### src/rtl/switch_event_source.sv
// switch_event_source: synchronizes 18 raw switches, records toggles in a pending
// mask and reports them one at a time (lowest index first) over a request/acknowledge pair.
module switch_event_source #(
    parameter int unsigned TIMEOUT = 255
) (
    input  logic        clk,
    input  logic        reset,
    input  logic [17:0] switches,
    input  logic        resetActive,
    output logic [5:0]  number,
    output logic        active,
    output logic [17:0] pending,
    output logic        coalesced,
    output logic        timeout
);

    typedef enum logic [1:0] {
        PRIME,
        IDLE,
        BUSY,
        GAP
    } state_t;

    localparam logic [7:0] TIMEOUT_LAST = 8'(TIMEOUT - 1);

    state_t      state_q,     state_d;
    logic [1:0]  prime_cnt_q, prime_cnt_d;
    logic [7:0]  busy_cnt_q,  busy_cnt_d;
    logic [17:0] sync_meta_q, sync_meta_d;
    logic [17:0] sync_q,      sync_d;
    logic [17:0] prev_q,      prev_d;
    logic [17:0] pending_q,   pending_d;
    logic [5:0]  number_q,    number_d;
    logic        active_q,    active_d;
    logic        coalesced_q, coalesced_d;
    logic        timeout_q,   timeout_d;

    logic [17:0] toggle;
    logic [17:0] clear_mask;
    logic [4:0]  lowest_idx;

    // Scanning from the top down leaves the lowest set index as the final assignment.
    always_comb begin
        lowest_idx = 5'd0;
        for (int i = 17; i >= 0; i--) begin
            if (pending_q[i]) begin
                lowest_idx = 5'(i);
            end
        end
    end

    always_comb begin
        sync_meta_d = switches;
        sync_d      = sync_meta_q;
        prev_d      = sync_q;
        state_d     = state_q;
        prime_cnt_d = prime_cnt_q;
        busy_cnt_d  = busy_cnt_q;
        number_d    = number_q;
        active_d    = active_q;
        timeout_d   = timeout_q;
        clear_mask  = '0;
        toggle      = (state_q == PRIME) ? '0 : (sync_q ^ prev_q);

        case (state_q)
            PRIME: begin
                prime_cnt_d = prime_cnt_q + 2'd1;
                if (prime_cnt_q == 2'd2) begin
                    state_d = IDLE;
                end
            end
            IDLE: begin
                active_d = 1'b0;
                number_d = 6'd0;
                if (|pending_q) begin
                    number_d   = {1'b0, lowest_idx} + 6'd1;
                    active_d   = 1'b1;
                    busy_cnt_d = 8'd0;
                    state_d    = BUSY;
                end
            end
            BUSY: begin
                // An acknowledge in the final wait cycle still counts as a normal acknowledge.
                if (resetActive) begin
                    clear_mask = 18'd1 << (number_q - 6'd1);
                    active_d   = 1'b0;
                    number_d   = 6'd0;
                    state_d    = GAP;
                end else if (busy_cnt_q == TIMEOUT_LAST) begin
                    active_d   = 1'b0;
                    number_d   = 6'd0;
                    timeout_d  = 1'b1;
                    state_d    = GAP;
                end else begin
                    busy_cnt_d = busy_cnt_q + 8'd1;
                end
            end
            GAP: begin
                busy_cnt_d = 8'd0;
                state_d    = IDLE;
            end
            default: begin
                state_d = PRIME;
            end
        endcase

        // A fresh toggle on the bit being acknowledged re-arms it rather than coalescing.
        pending_d   = (pending_q & ~clear_mask) | toggle;
        coalesced_d = coalesced_q | (|(toggle & pending_q & ~clear_mask));
    end

    always_ff @(posedge clk or negedge reset) begin
        if (!reset) begin
            state_q     <= PRIME;
            prime_cnt_q <= 2'd0;
            busy_cnt_q  <= 8'd0;
            sync_meta_q <= '0;
            sync_q      <= '0;
            prev_q      <= '0;
            pending_q   <= '0;
            number_q    <= 6'd0;
            active_q    <= 1'b0;
            coalesced_q <= 1'b0;
            timeout_q   <= 1'b0;
        end else begin
            state_q     <= state_d;
            prime_cnt_q <= prime_cnt_d;
            busy_cnt_q  <= busy_cnt_d;
            sync_meta_q <= sync_meta_d;
            sync_q      <= sync_d;
            prev_q      <= prev_d;
            pending_q   <= pending_d;
            number_q    <= number_d;
            active_q    <= active_d;
            coalesced_q <= coalesced_d;
            timeout_q   <= timeout_d;
        end
    end

    assign number    = number_q;
    assign active    = active_q;
    assign pending   = pending_q;
    assign coalesced = coalesced_q;
    assign timeout   = timeout_q;

endmodule

### config.mk
export PLATFORM = sky130hd
export DESIGN_NAME = switch_event_source
export DESIGN_NICKNAME = d
export VERILOG_FILES = /design/src/rtl/switch_event_source.sv
export SDC_FILE = /design/constraint.sdc
export NUM_CORES = 1
export LEC_CHECK = 0
export BUFFER_PORTS_ARGS = -buffer_cell sky130_fd_sc_hd__buf_2
export CAP_MARGIN = 25
export CORE_MARGIN = 1
export CORE_UTILIZATION = 60
export CTS_BUF_LIST = sky130_fd_sc_hd__clkbuf_2
export CTS_CLUSTER_DIAMETER = 60
export CTS_CLUSTER_SIZE = 30
export DETAILED_ROUTE_END_ITERATION = 8
export PLACE_DENSITY = 0.8
export SYNTH_ARGS = -nofsm -noshare
export SYNTH_HDL_FRONTEND = slang
export SYNTH_SLANG_ARGS = --single-unit
### constraint.sdc
create_clock -name clk -period 3.1 [get_ports clk]
set_clock_uncertainty 0.15 [all_clocks]
set_input_delay 0.775 -clock clk [delete_from_list [all_inputs] [get_ports clk]]
set_output_delay 0.775 -clock clk [all_outputs]
set_load 0.05 [all_outputs]
; ---- Word level (Yosys, flattened, before mapping)
; Index checks and enable logic that the tools add are counted.
[classes]
mux = 38
n_bitwise = 8
n_shift = 1
addsub = 4
eq_ne = 10
reduce_logical = 9
[op_table]
columns = operator, count
row1 = $mux W5, 18
row2 = $and A18 B18 Y18, 3
row3 = $mux W18, 3
row4 = $reduce_or A18 Y1, 2
row5 = $mux W8, 3
row6 = $pmux W8 S3, 1
row7 = $mux W6, 3
row8 = $not A18 Y18, 1
row9 = $or A18 B18 Y18, 1
row10 = $shl A1 B6 Y18 const A, 1
row11 = $xor A18 B18 Y18, 1
row12 = $pmux W6 S2, 1
row13 = $add A8 B1 Y8 const B, 1
row14 = $eq A8 B8 Y1 const B, 1
row15 = $mux W2, 4
row16 = $pmux W2 S4, 1
row17 = $add A5 B1 Y6 const B, 1
row18 = $eq A2 B2 Y1 const B, 3
row19 = $ne A2 B2 Y1 const B, 3
row20 = $reduce_and A3 Y1, 2
row21 = $sub A6 B1 Y6 const B, 1
row22 = $reduce_and A4 Y1, 1
row23 = $mux W1, 3
row24 = $ne A3 B3 Y1 const B, 1
row25 = 10 further kinds, 10
[totals]
output_inout_bits = 27
word_cells = 81
in_bits = 21
ff_bits = 93

; ---- Depth between registers and ports, before layout
; Gate-level depths: netlist of run 1.
[depth]
ltp_word = 21
depth_mapped = 11
mapped_depth_nobuf = 11

; ---- Least setup slack after synthesis of run 1
; No wires, ideal clock.
[synth_path]
kind = register -> register
from = reg pending_q[2], in the netlist pending[2]
to = reg state_q[1]
t_arrival_ns = 2.024
setup_time_ns = 0.128
required_ns = 2.822
n_path_buf = 0
slack_ns = 0.798
path_stages_with_launch = 6
synth_period_minus_slack_ns = 2.302
cell_sequence = dfrtp_1 -> or4_4 -> nor3_4 -> nand3_2 -> nand3_1 -> mux2_1
[synth_via]
elab_chain_cells = 3
[synth_lines]
columns = element, line
row1 = start: declaration, 32  ; logic [17:0] pending_q, pending_d;
row2 = start signal: assignment, 132  ; pending_q <= pending_d;
row3 = $reduce_or A18 Y1, 75  ; if (|pending_q) begin
row4 = $ne A2 B2 Y1 (no line), --
row5 = $reduce_and A3 Y1 (no line), --
row6 = end signal: assignment, 126  ; state_q <= state_d;
row7 = end: declaration, 26  ; state_t state_q, state_d;
; No other way between the ends.
; A chain may end at the register's enable or synchronous reset.

; ---- Worst setup path in the final report of run 1
[layout_path]
from = reg state_q[0]
to = reg coalesced_q, in the netlist coalesced
[layout_via]
elab_chain_cells = 6
word_cells_on_any_way = 9
classes_between = eq/ne: 1 / mux: 2 / bitwise: 4 / reduce/logical: 2
[layout_lines]
columns = element, line
row1 = $logic_not A2 Y1 or $eq A2 B2 Y1 (tied branches), "63, 65"
row2 = "$mux W18, on equally long branches", "63, 65"
row3 = $and A18 B18 Y18 or $not A18 Y18 (tied branches), 109  ; coalesced_d = coalesced_q | (|(toggle & pending_q & ~clear_mask));
row4 = $and A18 B18 Y18 *, 109
row5 = $reduce_or A18 Y1 *, 109
row6 = $or A1 B1 Y1 *, 109
row7 = net coalesced_d, 35  ; logic coalesced_q, coalesced_d;
row8 = end signal: assignment, 135  ; coalesced_q <= coalesced_d;
row9 = end: declaration, 35
; Mark *: on every way through the listed nets, which the timed path passes. The rest lies on a longest branch.

==> run metrics, run 1 <==
crit path capture type flop; r2r endpoint coalesced; synthesized instance count 308; yosys warns 0; initial antenna violation count 0; final hold vios 0; Syn-to-layout area delta 12.5%; Slew @ Worst Pin 0.552 ns; Place WS about 0.63 ns; mux cell area share after synthesis 0.840%; global route total overflow 0; asr flop ratio synth 100%; fin cells around 450; total track usage about a quarter; placed cells 430; Reg2Reg Setup Slack about 0.53 ns; post-CTS setup buffers 0; Critical Path Start Type flop; WP data required roughly 3.4 ns; Post-CTS Hold Buffers 0; Worst Path Arrival between 2 and 3 ns; Longest Clk Path Bufs 2; crit-path max FO 9; Setup Total Neg Slack 0 ns; HP Class input pin to async pin; drt via density 5.69; largest family of logic cells by synthesized area simple AND/OR/NAND/NOR gates; status finished clean; layout cells sized above 1 21.1%; max_slew headroom between 60% and 70%; DRT iter0 DRCs just over 200; Die Wd between 80 and 90 um; final setup fails 0; post-cts sizing count 0; H-tree levels 3; Worst-Skew Late Latency between 0.5 and 0.6 ns; register area share after synthesis a little over three fifths; row count 28; most frequent cells in the layout dfrtp_1, buf_2, o21ai_0; Mapped Avg Cell Area 12.1 um2; die area 6520 um2; Critical R2R Launch state_q[0]; Synth Cell Area approximately 3700 um2; first-pass GRT wire length around 12000 um; root buffer cell clkbuf_2; RSZ-0062 raised after global routing no; number of max-slew violations in the final report 0; Compound-Gate Fraction of Synth Area between 10% and 20%; placer congestion estimate just over 0.9; #FFs+latches synth slightly above 90; Tcrit/Tclk final a little over 80%; Reg clk slew, reported paths between 0.2 and 0.3 ns; Peak VDD IR approximately 420 uV; Simple-Gate Fraction of Synth Area between 10 and 15%; core footprint 5960 um2; DRC viols 0; maxcap violations 0; hpwl dp ~5000 um; final worst slack approximately 0.53 ns; synth unique cells 49; ANT nets after route 0; CTS Buf Count 9; die height 80.8 um; static leakage 1.86 nW; final net count slightly below 400; Post-Synth XOR/XNOR Area 6.12%; via total after detailed routing approximately 2500; DRT Pass-1 Iters 5; Synth Area in Adders 3.03%; R2R cell count 8; Initial Util between 60% and 70%; largest net degree at the start of global routing 45; post-layout minimum cycle time around 2.6 ns; most common cell after layout, fill and taps aside dfrtp_1; # port buffers 47; Peak Freq 389 MHz; Post-synth EDFFs 0; Synth Flop Type dfrtp_1; number of global-route vias before repair between 2000 and 3000; CTS tree built; CTS sink count 93; PwrDens roughly 640 nW/um2; Boundary Pins between 40 and 50; Total Wirelength between 7000 and 8000 um; n_diodes 0; crit path kind flop to flop; syn_nets ~340; WL per Instance 15.8 um
==> registers in the layout (all words and copies together), names as in the netlist <==
name / flops
pending: 18
prev_d: 18
prev_q: 18
sync_d: 18
busy_cnt_q: 8
number: 6
prime_cnt_q: 2
state_q: 2
active: 1
coalesced: 1
timeout: 1
==> per-layer routing <==
layer	vias to the layer above	global-route usage, %	wire, um
li1	1200	-	-
met1	1218	31.2	3140
met2	97	38.6	3340
met3	18	4.27	346
met4	0	13.4	187
met5	-	0	0
==> cell families (layout without fill, tap and decap cells) <==
family / after synthesis / count (layout)
adder cells (fa/ha/maj): 9 / 9
XOR/XNOR: 26 / 26
flip-flops: 93 / 93
multiplexers: 3 / 3
buffers and inverters: 15 / 77
AND/OR/NAND/NOR: 92 / 92
AO/OA/AOI/OAI: 70 / 70
==> per-stage QoR <==
step / hold WS, ns / total power, mW / util [%] / instance area (um2)
floorplan: 0.181 / 1.90 / - / 3720
global route: 0.0503 / 2.82 / 70.3 / 4190
CTS: 0.0392 / 2.68 / 70.3 / 4190
detailed placement: 0.186 / 2.11 / 68.5 / 4080
finish: 0.0398 / 2.67 / 70.3 / 4190
global placement: 0.181 / 2.07 / 68.5 / 4080
==> final cells by class <==
type	count	area, um2
Clock inverter	5	60.1
Inverter	12	45.0
Timing Repair Buffer	50	273
Clock buffer	10	50.0
Fill cell	436	1770
Tap cell	75	93.8
Multi-Input combinational cell	200	1340
Sequential cell	93	2330
==> synth_stat cells, types with 5 or more instances <==
cell      number  area share [%]
dfrtp_1       93              63
o21ai_0       36             4.8
nor2_1        20             2.0
nand2_1       18             1.8
xnor2_1       13             3.1
xor2_1        13             3.1
inv_1         12             1.2
ha_1           9             3.0
nand2b_1       9             1.5
a21oi_1        5            0.67
nand3_1        5            0.67
nand4_1        5            0.84
nor3_1         5            0.67
o21ai_1        5            0.67
==> where the power goes <==
group | total [mW] | switching (mW) | internal, mW
Combinational | 0.684 | 0.455 | 0.229
Clock | 0.586 | 0.397 | 0.189
Sequential | 1.40 | 0.0873 | 1.31
Total | 2.67 | 0.940 | 1.73
==> worst max-delay path by stage <==
stage / startpoint / endpoint / slack [ns] / cells past startpoint
3_3_place_gp: resetActive / coalesced / 0.67 / 7
6_report: state_q[0] / coalesced / 0.53 / 8
3_5_place_dp: resetActive / coalesced / 0.63 / 7
2_1_floorplan: pending[2] / state_q[1] / 0.80 / 5
4_1_cts: state_q[0] / coalesced / 0.59 / 8
5_1_grt: state_q[0] / coalesced / 0.43 / 8
==> critical path: stages, from the launching register on <==
cell and delay [ns]:
dfrtp_1 0.50, inv_1 0.10, ha_1 0.32, and4bb_2 0.34, nand3b_1 0.15, o21ai_0 0.30, o32ai_1 0.15, nor4_1 0.33
o211ai_1 0.14
Note: power is estimated with default switching activity, not from simulation.
==> run 2, diff against run 1 <==
- CORE_UTILIZATION: 60 -> 59
- PLACE_DENSITY: 0.8 -> 0.79
- clock period: 3.1 -> 2.6 ns (I/O delays scaled with it)
==> run 2 against run 1 <==
Register-to-register slack got worse by 0.36 ns. Worst setup slack got worse by 0.36 ns. Hold slack improved by 0.012 ns. Clock power increased by 51%. Cell area increased by 3.3%. Sequential share of layout area decreased by 1.8 points. Critical path depth unchanged. Fmax increased by 5.6%. Sequential power increased by 19%. Non-clock buffer count increased by 10. Die area increased by 1.7%. Critical endpoint unchanged. Largest cell class unchanged.
==> run metrics, run 2 (synthesized netlist as in run 1, its figures left out) <==
status finished clean; DRC viols 0 (unchanged); n_diodes 0 (unchanged); RSZ-0062 raised after global routing no; critical path cell sequence inv_1 -> ha_1 -> and4bb_2 -> nand3b_1 -> o21ai_0 -> o32ai_1 -> nor4_1 -> o211ai_1; Peak Freq 410 MHz (+5.6%); CTS sink count 93 (unchanged); crit-path max FO 9 (unchanged); Syn-to-layout area delta 16.2%; total track usage 23.6% (-0.43 points); Total Wirelength 7260 um (+3.5%); post-layout minimum cycle time 2.44 ns (-0.138 ns); max incr delay on CP 0.47 ns (-0.03 ns); Initial Util 62.1% (-0.37 points); Worst Path Arrival 2.72 ns (-0.13 ns); ANT nets after route 0 (unchanged); WL per Instance 16.0 um (+1.2%); most common cell after layout, fill and taps aside dfrtp_1; via total after detailed routing 2630 (+3.8%); CTS Buf Count 9 (unchanged); global route total overflow 0 (unchanged); first-pass GRT wire length 11200 um (-2.9%); row count 28 (unchanged); die height 81.4 um (+0.82%); Final Instance Area 4330 um2 (+3.3%); HP Class input pin to flop; Place WS 0.194 ns (-0.439 ns); Worst-Skew Late Latency 0.54 ns (+0.02 ns); WP data required 2.89 ns (-0.49 ns); largest net degree at the start of global routing 46 (+2.2%); drt via density 5.78 (+1.5%); max_slew headroom 68.3% (+5.1 points); crit path kind flop to flop; crit path capture type flop; Slew @ Worst Pin 0.472 ns (-0.0798 ns); Reg clk slew, reported paths 0.23 ns (-0.03 ns); placer congestion estimate 1.02 (+11%); Setup Total Neg Slack 0 ns (unchanged); static leakage 1.92 nW (+3.4%); DRT iter0 DRCs 221 (+9.4%); number of max-slew violations in the final report 0 (unchanged); final setup fails 0 (unchanged); root buffer cell clkbuf_2; die area 6630 um2 (+1.7%); Tcrit/Tclk final 93.7% (+11 points); Longest Clk Path Bufs 2 (unchanged); hpwl dp 5160 um (+0.98%); post-CTS setup buffers 0 (unchanged); Peak VDD IR 625 uV (+50%); most frequent cells in the layout dfrtp_1, buf_2, o21ai_0; Critical Path Start Type flop; Crit-path slowest cell dfrtp_1; Die Wd 81.4 um (+0.82%); maxcap violations 0 (unchanged); number of global-route vias before repair 2440 (-4.1%); layout cells sized above 1 21.1% (-0.028 points); DRT Pass-1 Iters 5 (unchanged); # port buffers 47 (unchanged); CTS tree built; filler cell count 421 (-3.4%); PwrDens 778 nW/um2 (+22%); initial antenna violation count 0 (unchanged); core footprint 5990 um2 (+0.59%); worst hold slack 0.0520 ns (+0.0122 ns); final worst slack 0.164 ns (-0.362 ns); final hold vios 0 (unchanged); Boundary Pins 48 (unchanged); H-tree levels 3 (unchanged); placement-stage cell area 4100 um2 (+0.55%); final net count 406 (+2.5%)
run 2: metal layers:
layer  global-route usage (%)  part of all wire, %  up-vias
met5                        0                    0        -
met4                     12.9                  3.1        0
met3                     5.00                  5.8       20
met2                     37.3                   47      117
met1                     30.6                   44     1259
li1                         -                    -     1234
run 2: power breakdown:
| group | leakage [nW] | internal [mW] | switching [mW] | total (mW) |
|---|---|---|---|---|
| registers | 1.06 | 1.56 | 0.103 | 1.67 |
| clock network | 0.0900 | 0.412 | 0.471 | 0.882 |
| logic | 0.773 | 0.280 | 0.537 | 0.817 |
run 2: per-stage QoR:
stage          utilization (%)  total power [mW]  std cells
2_1_floorplan                -              2.26        308
3_3_place_gp              68.4              2.47        433
3_5_place_dp              68.4              2.50        433
4_1_cts                   71.2              3.38        449
5_1_grt                   72.2              3.55        455
6_report                  72.2              3.36        455
run 2: final timing paths:
path	start	to	slack [ns]	cells past startpoint
max	state_q[0]	coalesced	0.16	8
min	switches[11]	sync_d[11]	0.05	1
max reg2reg	state_q[0]	coalesced	0.16	8
min reg2reg	sync_d[16]	prev_d[16]	0.22	0
max in group asynchronous	reset	prev_d[15]	1.29	3
min in group asynchronous	reset	prev_d[4]	0.40	2
run 2: what timing repair did:
item,CTS,global route
endpoints found under the hold margin,33,6
gates resized for setup,0,3
hold buffers,1,6
endpoints found under the setup margin,0,1
run 2: worst max-delay path, delay by kind of cell, from the launching register on:
kind                       cells  cell delay [ns]
and+or+nand+nor                3             0.78
AOI/OAI and AO/OA              3             0.53
DFF                            1             0.47
adders and majority gates      1             0.32
buffers and inverters          1             0.09
run 2: area by class of cell:
type | instances | area, um2 | share of cell area, %
clock inverter | 6 | 111 | 2.57
timing repair buffer | 60 | 365 | 8.44
tap | 75 | 93.8 | 2.17
sequential | 93 | 2330 | 53.8
inverter | 12 | 45.0 | 1.04
multi-input combinational | 200 | 1340 | 30.9
clock buffer | 9 | 45.0 | 1.04
